$ cat config.mk
export PLATFORM = sky130hd
export DESIGN_NAME = alu_exec_unit
export DESIGN_NICKNAME = d
export VERILOG_FILES = /design/src/rtl/alu_exec_unit.sv
export SDC_FILE = /design/constraint.sdc
export NUM_CORES = 1
export LEC_CHECK = 0
export ABC_CLOCK_PERIOD_IN_PS = 6000
export BUFFER_PORTS_ARGS = -buffer_cell sky130_fd_sc_hd__buf_2
export CAP_MARGIN = 10
export CORE_MARGIN = 5
export CORE_UTILIZATION = 42
export CTS_CLUSTER_DIAMETER = 50
export CTS_CLUSTER_SIZE = 16
export DETAILED_ROUTE_END_ITERATION = 16
export GPL_ROUTABILITY_DRIVEN = 1
export PLACE_DENSITY = 0.66
export SLEW_MARGIN = 20
export SYNTH_ARGS = -nofsm -noshare
export SYNTH_HDL_FRONTEND = slang
export SYNTH_SLANG_ARGS = --single-unit
$ cat constraint.sdc
create_clock -name clk -period 6 [get_ports clk]
set_input_delay 0.9 -clock clk [delete_from_list [all_inputs] [get_ports clk]]
set_output_delay 0.9 -clock clk [all_outputs]
set_load 0.01 [all_outputs]
$ cat src/rtl/alu_exec_unit.sv
// Single-issue ALU execution unit: one-cycle ops plus a shift-add multiplier,
// with a valid/ready request side and a held result until the consumer takes it.
module alu_exec_unit #(
  parameter int WIDTH = 16,
  parameter int SHW   = $clog2(WIDTH)
) (
  input  logic             clk,
  input  logic             rst,
  input  logic             in_valid,
  output logic             in_ready,
  input  logic [2:0]       alu_control,
  input  logic [WIDTH-1:0] src_a,
  input  logic [WIDTH-1:0] src_b,
  output logic             out_valid,
  input  logic             out_ready,
  output logic [WIDTH-1:0] result,
  output logic             zero,
  output logic             op_err,
  output logic [1:0]       dbg_state_o
);

  // Handshake: a request transfers on a rising edge with in_valid & in_ready
  // (IDLE only); a result transfers on a rising edge with out_valid & out_ready.
  typedef enum logic [1:0] {
    S_IDLE = 2'd0,
    S_MULT = 2'd1,
    S_DONE = 2'd2
  } state_t;

  localparam logic [2:0] OP_ADD  = 3'b000;
  localparam logic [2:0] OP_XOR  = 3'b001;
  localparam logic [2:0] OP_SUB  = 3'b010;
  localparam logic [2:0] OP_SLT  = 3'b011;
  localparam logic [2:0] OP_SLL  = 3'b100;
  localparam logic [2:0] OP_SRL  = 3'b101;
  localparam logic [2:0] OP_MULT = 3'b110;
  localparam logic [2:0] OP_ILL  = 3'b111;

  localparam logic [SHW:0] MULT_STEPS = (SHW+1)'(WIDTH);
  localparam logic [SHW:0] CNT_ONE    = (SHW+1)'(1);

  state_t           state_q;
  logic [SHW:0]     cnt_q, cnt_d;
  logic [WIDTH-1:0] acc_q, acc_d;
  logic [WIDTH-1:0] mcand_q;
  logic [WIDTH-1:0] mplier_q;
  logic [WIDTH-1:0] op_res_d;

  assign in_ready    = (state_q == S_IDLE) && !rst;
  assign dbg_state_o = state_q;

  always_comb begin
    op_res_d = '0;
    case (alu_control)
      OP_ADD:  op_res_d = src_a + src_b;
      OP_XOR:  op_res_d = src_a ^ src_b;
      OP_SUB:  op_res_d = src_a - src_b;
      OP_SLT:  op_res_d = {{(WIDTH-1){1'b0}}, ($signed(src_a) < $signed(src_b))};
      OP_SLL:  op_res_d = src_a << src_b[SHW-1:0];
      OP_SRL:  op_res_d = src_a >> src_b[SHW-1:0];
      default: op_res_d = '0;
    endcase
    // Multiplicand is pre-shifted, so only the low WIDTH product bits are kept.
    acc_d = acc_q + (mplier_q[0] ? mcand_q : '0);
    cnt_d = cnt_q + CNT_ONE;
  end

  always_ff @(posedge clk) begin
    if (rst) begin
      state_q   <= S_IDLE;
      out_valid <= 1'b0;
      result    <= '0;
      zero      <= 1'b1;
      op_err    <= 1'b0;
      cnt_q     <= '0;
      acc_q     <= '0;
      mcand_q   <= '0;
      mplier_q  <= '0;
    end else begin
      case (state_q)
        S_IDLE: begin
          if (in_valid) begin
            if (alu_control == OP_MULT) begin
              state_q  <= S_MULT;
              cnt_q    <= '0;
              acc_q    <= '0;
              mcand_q  <= src_a;
              mplier_q <= src_b;
            end else begin
              state_q   <= S_DONE;
              out_valid <= 1'b1;
              result    <= op_res_d;
              zero      <= (op_res_d == '0);
              op_err    <= (alu_control == OP_ILL);
            end
          end
        end
        S_MULT: begin
          acc_q    <= acc_d;
          mcand_q  <= mcand_q << 1;
          mplier_q <= mplier_q >> 1;
          cnt_q    <= cnt_d;
          if (cnt_d == MULT_STEPS) begin
            state_q   <= S_DONE;
            out_valid <= 1'b1;
            result    <= acc_d;
            zero      <= (acc_d == '0);
            op_err    <= 1'b0;
          end
        end
        S_DONE: begin
          if (out_ready) begin
            state_q   <= S_IDLE;
            out_valid <= 1'b0;
          end
        end
        default: state_q <= S_IDLE;
      endcase
    end
  end

endmodule

==> flow_summary.ini, run 1 <==
[routing]
wl_microns = 24600
detail_route.vias_per_cell = 6.28
wl_per_cell_microns = 20.0
drtAntennaViolNets = 0
vias = 7731
drt-initial-drc-count = 669
drc = 0
drtPass1Iterations = 5

[logic_synthesis]
synth_ff_type = dfxtp_1
synth-seq-cells = 74
synthArstFlopShare_pct = 0
netlist_top_cells_count = 138 x nor2_1, 126 x nand2_1, 74 x dfxtp_1
synth_cell_types = 74
synth_nets = 1087
synth_top_area_share_pct = 19.8
yosysSeqAreaShare_pct = 19.8
synth_edf_count = 0
yosysMostFrequentCell = nor2_1
netlist_area_sq_um = 7490
yosys-top-cells-area = dfxtp_1 20%, ha_1 8.0%, nor2_1 6.9%, nand2_1 6.3%, mux4_2 4.8%
yosys_warnings = 0
postSynthAreaPerCell_sq_um = 7.51
syn_inst = 997
synth_top_area_cell = dfxtp_1

[clock_tree]
clk_path_buf_depth = 2
insertion_delay_ps = 330
clk_pin_slew_ps = 60
numCtsBuffers = 9
cts_tree = done
cts-resized-gates = 0
cts-root-buf = clkbuf_16
hold_buffers = 0
htreeDepth = 3
post_cts.repair.setup_buffers = 0
clock-sinks = 74

[cells_and_area]
diodes = 0
layout-drive-gt1-share_pct = 13.1
syn2layout_area_growth_pct = 7.85
seqCellArea_sq_um = 1480
final_nets = 1092
fillers = 1791
multiInputGateArea_sq_um = 5500

[timing]
slew_headroom_pct = 35.1
final-setup-viol-count = 0
fin_skew_ps = 9.06
timing.final.hold_violations = 0
fmax_mhz = 216
setup_tns_ps = 0
rsz0062_at_grt = no
drv_slew = 0
worst_pin_slew_ps = 974
holdWs_ps = 446
fin_crit_sh_pct = 77.1
min_period_ps = 4630

[die]
pin_count = 61
initial_utilization_pct = 43.0
placementRows = 48
die_w_microns = 144
die_h_microns = 144
dieArea_sq_um = 20600
core_area_sq_um = 17400

[setup_path]
start_kind = input pin
cpPeakStageDelay_ps = 600
crit_arrival_ps = 4880
critPathTopFamily = compound AO/OA/AOI/OAI gates
crit_fanout = 35
crit_chain = buf_2, inv_1, ha_1, nor2b_1, o2111ai_1, a31oi_1, a221o_1, a221o_1, a211o_1, or4_1, or4_1, a31oi_1
critPathKind = input pin to register
r2r_setup_slack_ps = 1900
rr_worst_depth = 12
r2r-start = mplier_q[0]
critPathBufInv = 2
end_kind = register
cp.required_ps = 6250
reg2reg_to = zero
slowest_stage = buf_2

[global_route]
top_usage_layer = met2
use_met1_pct = 32.9
met3_usage_pct = 3.86
met2_usage_pct = 37.7
gr-total-overflow = 0
grt_pass1_vias = 7341
grt.total_usage_pct = 23.8
grt_start_max_net_pins = 68
antenna_found_initial = 1
grt_pass1_wl_microns = 39400

[hold_path]
whs_path_depth = 2
hold_start = result[1]
hp-class = register to register
min_to = result[1]

[power]
ir_drop_v = 0.000123
p_per_area_nw_per_um2 = 190
p_leak_nw = 3.22

[flow_run]
drv_cap = 0

[placement]
post-dp-hpwl_microns = 18400
io_buffers = 60
routabilityCongestion = 0.970

[status]
status = finished clean
==> sequential cells by signal (all words and copies together) (netlist names) <==
name and count:
acc_q 16, mcand_q 16, mplier_q 16, result 16
cnt_q 5, dbg_state_o 2, op_err 1, out_valid 1
zero 1
==> power breakdown <==
part / internal [W] / switching (W) / leakage, nW
logic: 0.000176 / 0.000294 / 2.48
registers: 0.000515 / 0.0000169 / 0.601
clock network: 0.000314 / 0.000215 / 0.134
total: 0.00101 / 0.000525 / 3.22
==> kinds of logic (layout without fill, tap and decap cells) <==
logic type	count (synthesis)	after routing	synth area share, %
mux	56	56	10.7
buf+inv	113	123	7.02
fa+ha+maj	51	51	8.82
simple gates	407	407	25.4
flops	74	74	19.8
xor+xnor	20	20	2.34
compound gates	276	276	25.9
==> routing by layer <==
metal / part of all wire, % / vias up
li1: - / 3690
met1: 45 / 3689
met2: 45 / 301
met3: 7.3 / 51
met4: 3.0 / 0
met5: 0 / -
==> stage by stage <==
step | util, % | total power (W) | setup slack (ps) | instance area (sq um) | cells
after detailed placement | 44.7 | 0.00100 | 1070 | 7780 | 1216
after floorplan | - | 0.000865 | 1520 | 7490 | 997
after global routing | 46.4 | 0.00161 | 1100 | 8080 | 1232
after global placement | 44.7 | 0.00100 | 1160 | 7780 | 1216
after CTS | 46.4 | 0.00154 | 1400 | 8080 | 1232
final | 46.4 | 0.00153 | 1370 | 8080 | 1232
==> worst max path at each step <==
stage,to,depth (start not counted),startpoint,slack [ps]
after floorplan,zero,15,src_b[1],1520
after global placement,zero,12,src_b[1],1160
after detailed placement,zero,12,src_b[1],1070
after CTS,zero,12,src_b[1],1400
after global routing,zero,12,src_b[1],1100
final,zero,12,src_b[1],1370
==> tightest hold or removal path, cell delays in order, from the launching register on <==
cell and delay (ps):
dfxtp_1 310, nand2_1 50, a21oi_1 50
==> layout make-up <==
type	instances	area share (%)
multi-input cells	810	68.1
flip-flops and latches	74	18.3
repair buffers	72	4.83
well taps	225	3.49
clock buffers	13	3.35
inverters	35	1.63
clock inverters	3	0.279
==> layout by cell type, fill, tap and decap left out, types with 5 or more instances in the layout <==
cell type	netlist	routed
mux4_2	16	16
o22ai_1	6	6
xnor2_1	13	13
a211o_1	12	12
a211oi_1	15	15
a22oi_1	12	12
inv_1	34	34
a31oi_1	10	10
nand2b_1	11	10
o21ai_0	33	33
nor2_1	138	137
and2_1	17	17
ha_1	48	48
and3_1	6	6
o21a_1	7	7
a21o_1	5	5
nor2b_1	13	12
buf_4	6	12
xor2_1	7	7
nor4_1	6	6
o2111ai_1	5	5
mux2_2	13	13
mux2i_1	23	23
or2_2	5	5
a21oi_1	64	64
nor4b_1	6	6
or4_1	12	12
a311oi_1	33	33
nand2_1	126	126
o31ai_1	11	11
clkbuf_16	0	9
or3_1	11	11
dfxtp_1	74	74
buf_2	8	60
o221ai_1	8	8
nand3_1	18	18
nor3_1	21	21
o211ai_1	15	15
a221o_1	5	5
Power figures use the tool's default switching activity.
==> inputs of run 2 (changes only) <==
Settings changed: ABC_AREA from default to 1, ABC_CLOCK_PERIOD_IN_PS 6000 to 4000, PLACE_DENSITY 0.66 to 0.69.
Clock period 6 ns to 4 ns, I/O delays scaled along.
==> flow_summary.ini, run 2 <==
[clock_tree]
clk_pin_slew_ps = 60
cts-resized-gates = 0
cts-root-buf = clkbuf_16
hold_buffers = 0
insertion_delay_ps = 350
clk_path_buf_depth = 2
clock-sinks = 74
cts_tree = done
post_cts.repair.setup_buffers = 0
numCtsBuffers = 9
htreeDepth = 3

[die]
dieArea_sq_um = 20600
placementRows = 48
die_w_microns = 144
core_area_sq_um = 17400
pin_count = 61
initial_utilization_pct = 43.1
die_h_microns = 144

[setup_path]
slowest_stage = fa_1
cpMostUsedCell = nand2_1
critPathTopFamily = simple AND/OR/NAND/NOR gates
start_kind = input pin
cp.required_ps = 4290
path_depth = 19
critPathBufInv = 2
reg2reg_to = zero
r2r_setup_slack_ps = 1190
cpPeakStageDelay_ps = 460
crit_chain = buf_2, ha_1, inv_1, fa_1, nand2_1, nand3_1, nand3_1, nand2_1, nand2_1, nand3_1, nand3_1, nand2_1, nor2_1, nand2_1, nor2_1, nand3_1, nand2_1, nand2_1, nand2_1
crit_arrival_ps = 3160
r2r-start = mplier_q[0]
end_kind = register
endpoint = zero
rr_worst_depth = 17
critPathKind = input pin to register
crit_fanout = 23
critPathLaunch = src_b[0]

[logic_synthesis]
synth_ff_type = dfxtp_1
netlist_area_sq_um = 7500
yosysSeqAreaShare_pct = 19.7
yosysMostFrequentCell = nand2_1
syn_inst = 1344
synth_nets = 1434
synth-seq-cells = 74
yosys-top-cells-area = nand2_1 23%, dfxtp_1 20%, nand3_1 10%, ha_1 8.0%, inv_1 7.5%
postSynthAreaPerCell_sq_um = 5.58
yosys_warnings = 0
synth_top_area_cell = nand2_1
synth_top_area_share_pct = 22.7
synth_cell_types = 39
synthArstFlopShare_pct = 0
netlist_top_cells_count = 454 x nand2_1, 152 x nand3_1, 149 x inv_1
synth_edf_count = 0

[timing]
drv_slew = 0
final-setup-viol-count = 0
fin_skew_ps = 7.95
fin_crit_sh_pct = 71.7
setup_tns_ps = 0
slew_headroom_pct = 54.8
min_period_ps = 2870
rsz0062_at_grt = no
layout_setup_ws_ps = 1130
holdWs_ps = 461
timing.final.hold_violations = 0
fmax_mhz = 349
worst_pin_slew_ps = 678

[cells_and_area]
layout-drive-gt1-share_pct = 7.82
syn2layout_area_growth_pct = 9.52
final_common_cell = nand2_1
final_cell_mix = 454 x nand2_1, 152 x nand3_1, 149 x inv_1, 126 x nor2_1, 83 x a21oi_1
diodes = 0
fillers = 1934
final_nets = 1455

[power]
ir_drop_v = 0.000223
p_leak_nw = 4.35
p_per_area_nw_per_um2 = 311

[routing]
vias = 8879
drt-initial-drc-count = 781
wl_per_cell_microns = 17.3
drtAntennaViolNets = 0
drtPass1Iterations = 5
wl_microns = 27600
drc = 0
detail_route.vias_per_cell = 5.57

[global_route]
gr-total-overflow = 0
grt_pass1_wl_microns = 43100
grt_start_max_net_pins = 49
grt_pass1_vias = 8182
antenna_found_initial = 0
grt.total_usage_pct = 26.8

[flow_run]
drv_cap = 0

[placement]
routabilityCongestion = 1.04
post-dp-hpwl_microns = 21300
io_buffers = 60
post-place-ws_ps = 829

[hold_path]
hp-class = register to register

[status]
status = finished clean
-- run 2: changes by cell type after synthesis, moves of 30 or more --
cell,delta
a31oi_1,+30
inv_1,+115
a311oi_1,-33
nand2_1,+328
nand3_1,+134
o21ai_0,+35
-- run 2: how the worst min path moves through the flow --
| stage | start | to | slack, ps | cells after the start |
|---|---|---|---|---|
| final | cnt_q[3] | cnt_q[3] | 460 | 2 |
| after global routing | acc_q[12] | acc_q[12] | 490 | 2 |
| after CTS | cnt_q[3] | cnt_q[3] | 470 | 2 |
| after detailed placement | cnt_q[3] | cnt_q[3] | 460 | 2 |
| after global placement | cnt_q[3] | cnt_q[3] | 450 | 2 |
| after floorplan | cnt_q[3] | cnt_q[3] | 440 | 2 |
-- run 2: kinds of logic after synthesis --
logic type	count (synthesis)	share of synthesized area [%]
and+or+nand+nor	779	43.1
buffers and inverters	217	11.7
AOI/OAI and AO/OA	213	15.5
DFF	74	19.7
adders and majority gates	51	8.80
xor gates and xnor gates	10	1.17
-- run 2: tightest hold or removal path, delay by kind of cell, from the launching register on --
kind,cells,cell delay (ps)
flip-flops,1,310
AND/OR/NAND/NOR,1,60
AO/OA/AOI/OAI,1,50
-- run 2: routing by layer --
metal / routed length (microns) / share of wire (%) / vias to the layer above / global-route usage [%]
met5: 0 / 0 / - / 0
met4: 1130 / 4.1 / 0 / 11.4
met1: 12900 / 47 / 4055 / 37.8
met3: 1900 / 6.9 / 68 / 3.99
met2: 11600 / 42 / 364 / 40.5
li1: - / - / 4392 / -
-- run 2: cell type report --
| cell class | count | area [sq um] | share of cell area, % |
|---|---|---|---|
| Tap cell | 225 | 282 | 3.43 |
| Multi-Input combinational cell | 1053 | 5150 | 62.7 |
| Sequential cell | 74 | 1480 | 18.0 |
| Inverter | 157 | 589 | 7.17 |
| Clock inverter | 6 | 113 | 1.37 |
| Timing Repair Buffer | 70 | 375 | 4.57 |
| Clock buffer | 9 | 225 | 2.74 |
-- run 2: metrics by stage --
step	instances	util (%)	power, W	instance area, sq um
finish	1594	47.2	0.00256	8220
CTS	1594	47.2	0.00255	8220
global route	1594	47.2	0.00268	8220
global placement	1579	45.2	0.00159	7880
detailed placement	1579	45.2	0.00159	7880
floorplan	1344	-	0.00135	7500
-- run 2: report_power, final --
group	switching [W]	total, W	internal, W	leakage, nW
Clock	0.000352	0.000962	0.000610	0.166
Sequential	0.0000447	0.000836	0.000791	0.603
Combinational	0.000527	0.000758	0.000231	3.58
==> inputs of run 3 (changes only) <==
Settings changed: ABC_CLOCK_PERIOD_IN_PS 4000 to 2400.
Clock period 4 ns to 2.4 ns, I/O delays scaled along.
==> flow_summary.ini, run 3 (same netlist as run 2, synthesis figures left out) <==
[placement]
place_area_sq_um = 8990
dp_cells = 1719
routabilityCongestion = 1.03
post-dp-hpwl_microns = 24200
io_buffers = 60

[setup_path]
cpPeakStageDelay_ps = 390
crit_fanout = 6
crit_chain = nand2_1, inv_1, ha_2, fa_2, nand3_2, nand2_2, nand2_1, nand2_2, nand2_1, nand2_1, nand2_1, nand2_1, nor2_2, nand3_1, nor2_1, nand4_1, nand2_1, nand2_1, nand2_1
cpMostUsedCell = nand2_1
start_kind = register
r2r_setup_slack_ps = 30
rr_worst_depth = 19
r2r-start = mplier_q[0]
crit_arrival_ps = 2670
reg2reg_to = zero
end_kind = register
critPathKind = register to register
critPathTopFamily = simple AND/OR/NAND/NOR gates
slowest_stage = fa_2
critPathBufInv = 1
cp.required_ps = 2690

[timing]
slew_headroom_pct = 70.4
timing.final.hold_violations = 0
fin_crit_sh_pct = 98.9
fmax_mhz = 421
holdWs_ps = 326
rsz0062_at_grt = yes
drv_slew = 0
worst_pin_slew_ps = 444
fin_skew_ps = 9.78
min_period_ps = 2370
final-setup-viol-count = 0

[clock_tree]
clk_pin_slew_ps = 60
insertion_delay_ps = 350
clock-sinks = 74
htreeDepth = 3
clk_path_buf_depth = 2
hold_buffers = 0
cts-root-buf = clkbuf_16
cts_tree = done
numCtsBuffers = 9

[power]
sequentialPowerShare_pct = 31.7
p_switching_w = 0.00162
p_per_area_nw_per_um2 = 461
comb_power_share_pct = 36.2
p_leak_nw = 4.99
switching_share_pct = 37.2
clockPowerShare_pct = 32.0
ir_drop_v = 0.000491
p_int_w = 0.00273

[cells_and_area]
syn2layout_area_growth_pct = 25.8
post-route-util_pct = 54.2
fin_cells = 1737
final_cell_area_sq_um = 9440
final_common_cell = nand2_1
final_cell_mix = 450 x nand2_1, 149 x inv_1, 149 x nand3_1, 146 x buf_4, 124 x nor2_1
final_nets = 1596
fillers = 1826
layout-drive-gt1-share_pct = 17.9

[routing]
vias = 9371
drtPass1Iterations = 7
wl_per_cell_microns = 17.5
drtAntennaViolNets = 0
detail_route.vias_per_cell = 5.39
wl_microns = 30500
drt-initial-drc-count = 842
drc = 0

[global_route]
grt_pass1_wl_microns = 46700
grt_pass1_vias = 8528
grt_start_max_net_pins = 64
antenna_found_initial = 2
grt.total_usage_pct = 29.4
gr-total-overflow = 0

[die]
die_h_microns = 144
pin_count = 61
core_area_sq_um = 17400
dieArea_sq_um = 20600
initial_utilization_pct = 43.1
placementRows = 48
die_w_microns = 144

[status]
status = finished clean

[hold_path]
whs_path_depth = 3
min_to = mplier_q[13]
hp-class = input pin to register
hold_start = src_b[13]

[flow_run]
drv_cap = 0
run 3: changes by cell type in the layout (fill, tap and decap cells not counted), sizes merged:
cell	before	now
diode	0	1
clkbuf	9	10
clkinv	1	2
inv	159	157
buf	70	211
bufinv	3	1
clkinvlp	0	3
run 3: timing repair:
| item | 4_1_cts | 5_1_grt |
|---|---|---|
| pin swaps | 3 | 7 |
| endpoints found under the setup margin | 2 | 14 |
| resized for setup | 3 | 25 |
| buffers inserted | 0 | 1 |
run 3: worst max path at each step:
stage                start         end  depth (start not counted)
4_1_cts        mplier_q[0]        zero                         19
5_1_grt        mplier_q[0]        zero                         19
3_3_place_gp      src_a[0]        zero                         18
2_1_floorplan  mplier_q[0]  result[15]                         18
3_5_place_dp      src_a[0]        zero                         18
6_report       mplier_q[0]        zero                         19
run 3: power by group through the flow:
stage	registers, W	clock network (W)	logic, W
final	0.00138	0.00139	0.00158
after global routing	0.00139	0.00147	0.00172
after CTS	0.00138	0.00140	0.00154
after detailed placement	0.00140	0	0.00154
after global placement	0.00140	0	0.00153
after floorplan	0.00141	0	0.000838
run 3: worst register-to-register path, delay by kind of cell (launching register included):
kind,cells,cell delay [ps]
fa+ha+maj,2,570
buf+inv,1,40
flops,1,350
simple gates,16,1370
run 3: final cells by class:
class	count	area, sq um	share of cell area [%]
Multi-Input combinational cell	1053	5290	56.0
Antenna cell	1	2.50	0.0265
Clock inverter	6	66.3	0.703
Clock buffer	10	229	2.43
Sequential cell	74	1480	15.7
Inverter	157	592	6.27
Tap cell	225	282	2.98
Timing Repair Buffer	211	1500	15.9
run 3: metal layers:
| layer | routed length (microns) | part of all wire [%] | track usage, % |
|---|---|---|---|
| met5 | 13 | 0.043 | 0 |
| met4 | 1130 | 3.7 | 10.9 |
| met3 | 2530 | 8.3 | 4.83 |
| met2 | 13000 | 43 | 45.3 |
| met1 | 13800 | 45 | 41.3 |
run 3: per-stage QoR:
step,TNS [ps],worst slack (ps),power [W]
floorplan,0,14.2,0.00225
global placement,-409,-167,0.00294
detailed placement,-495,-218,0.00294
CTS,0,12.1,0.00433
global route,-263,-176,0.00458
finish,0,25.8,0.00435
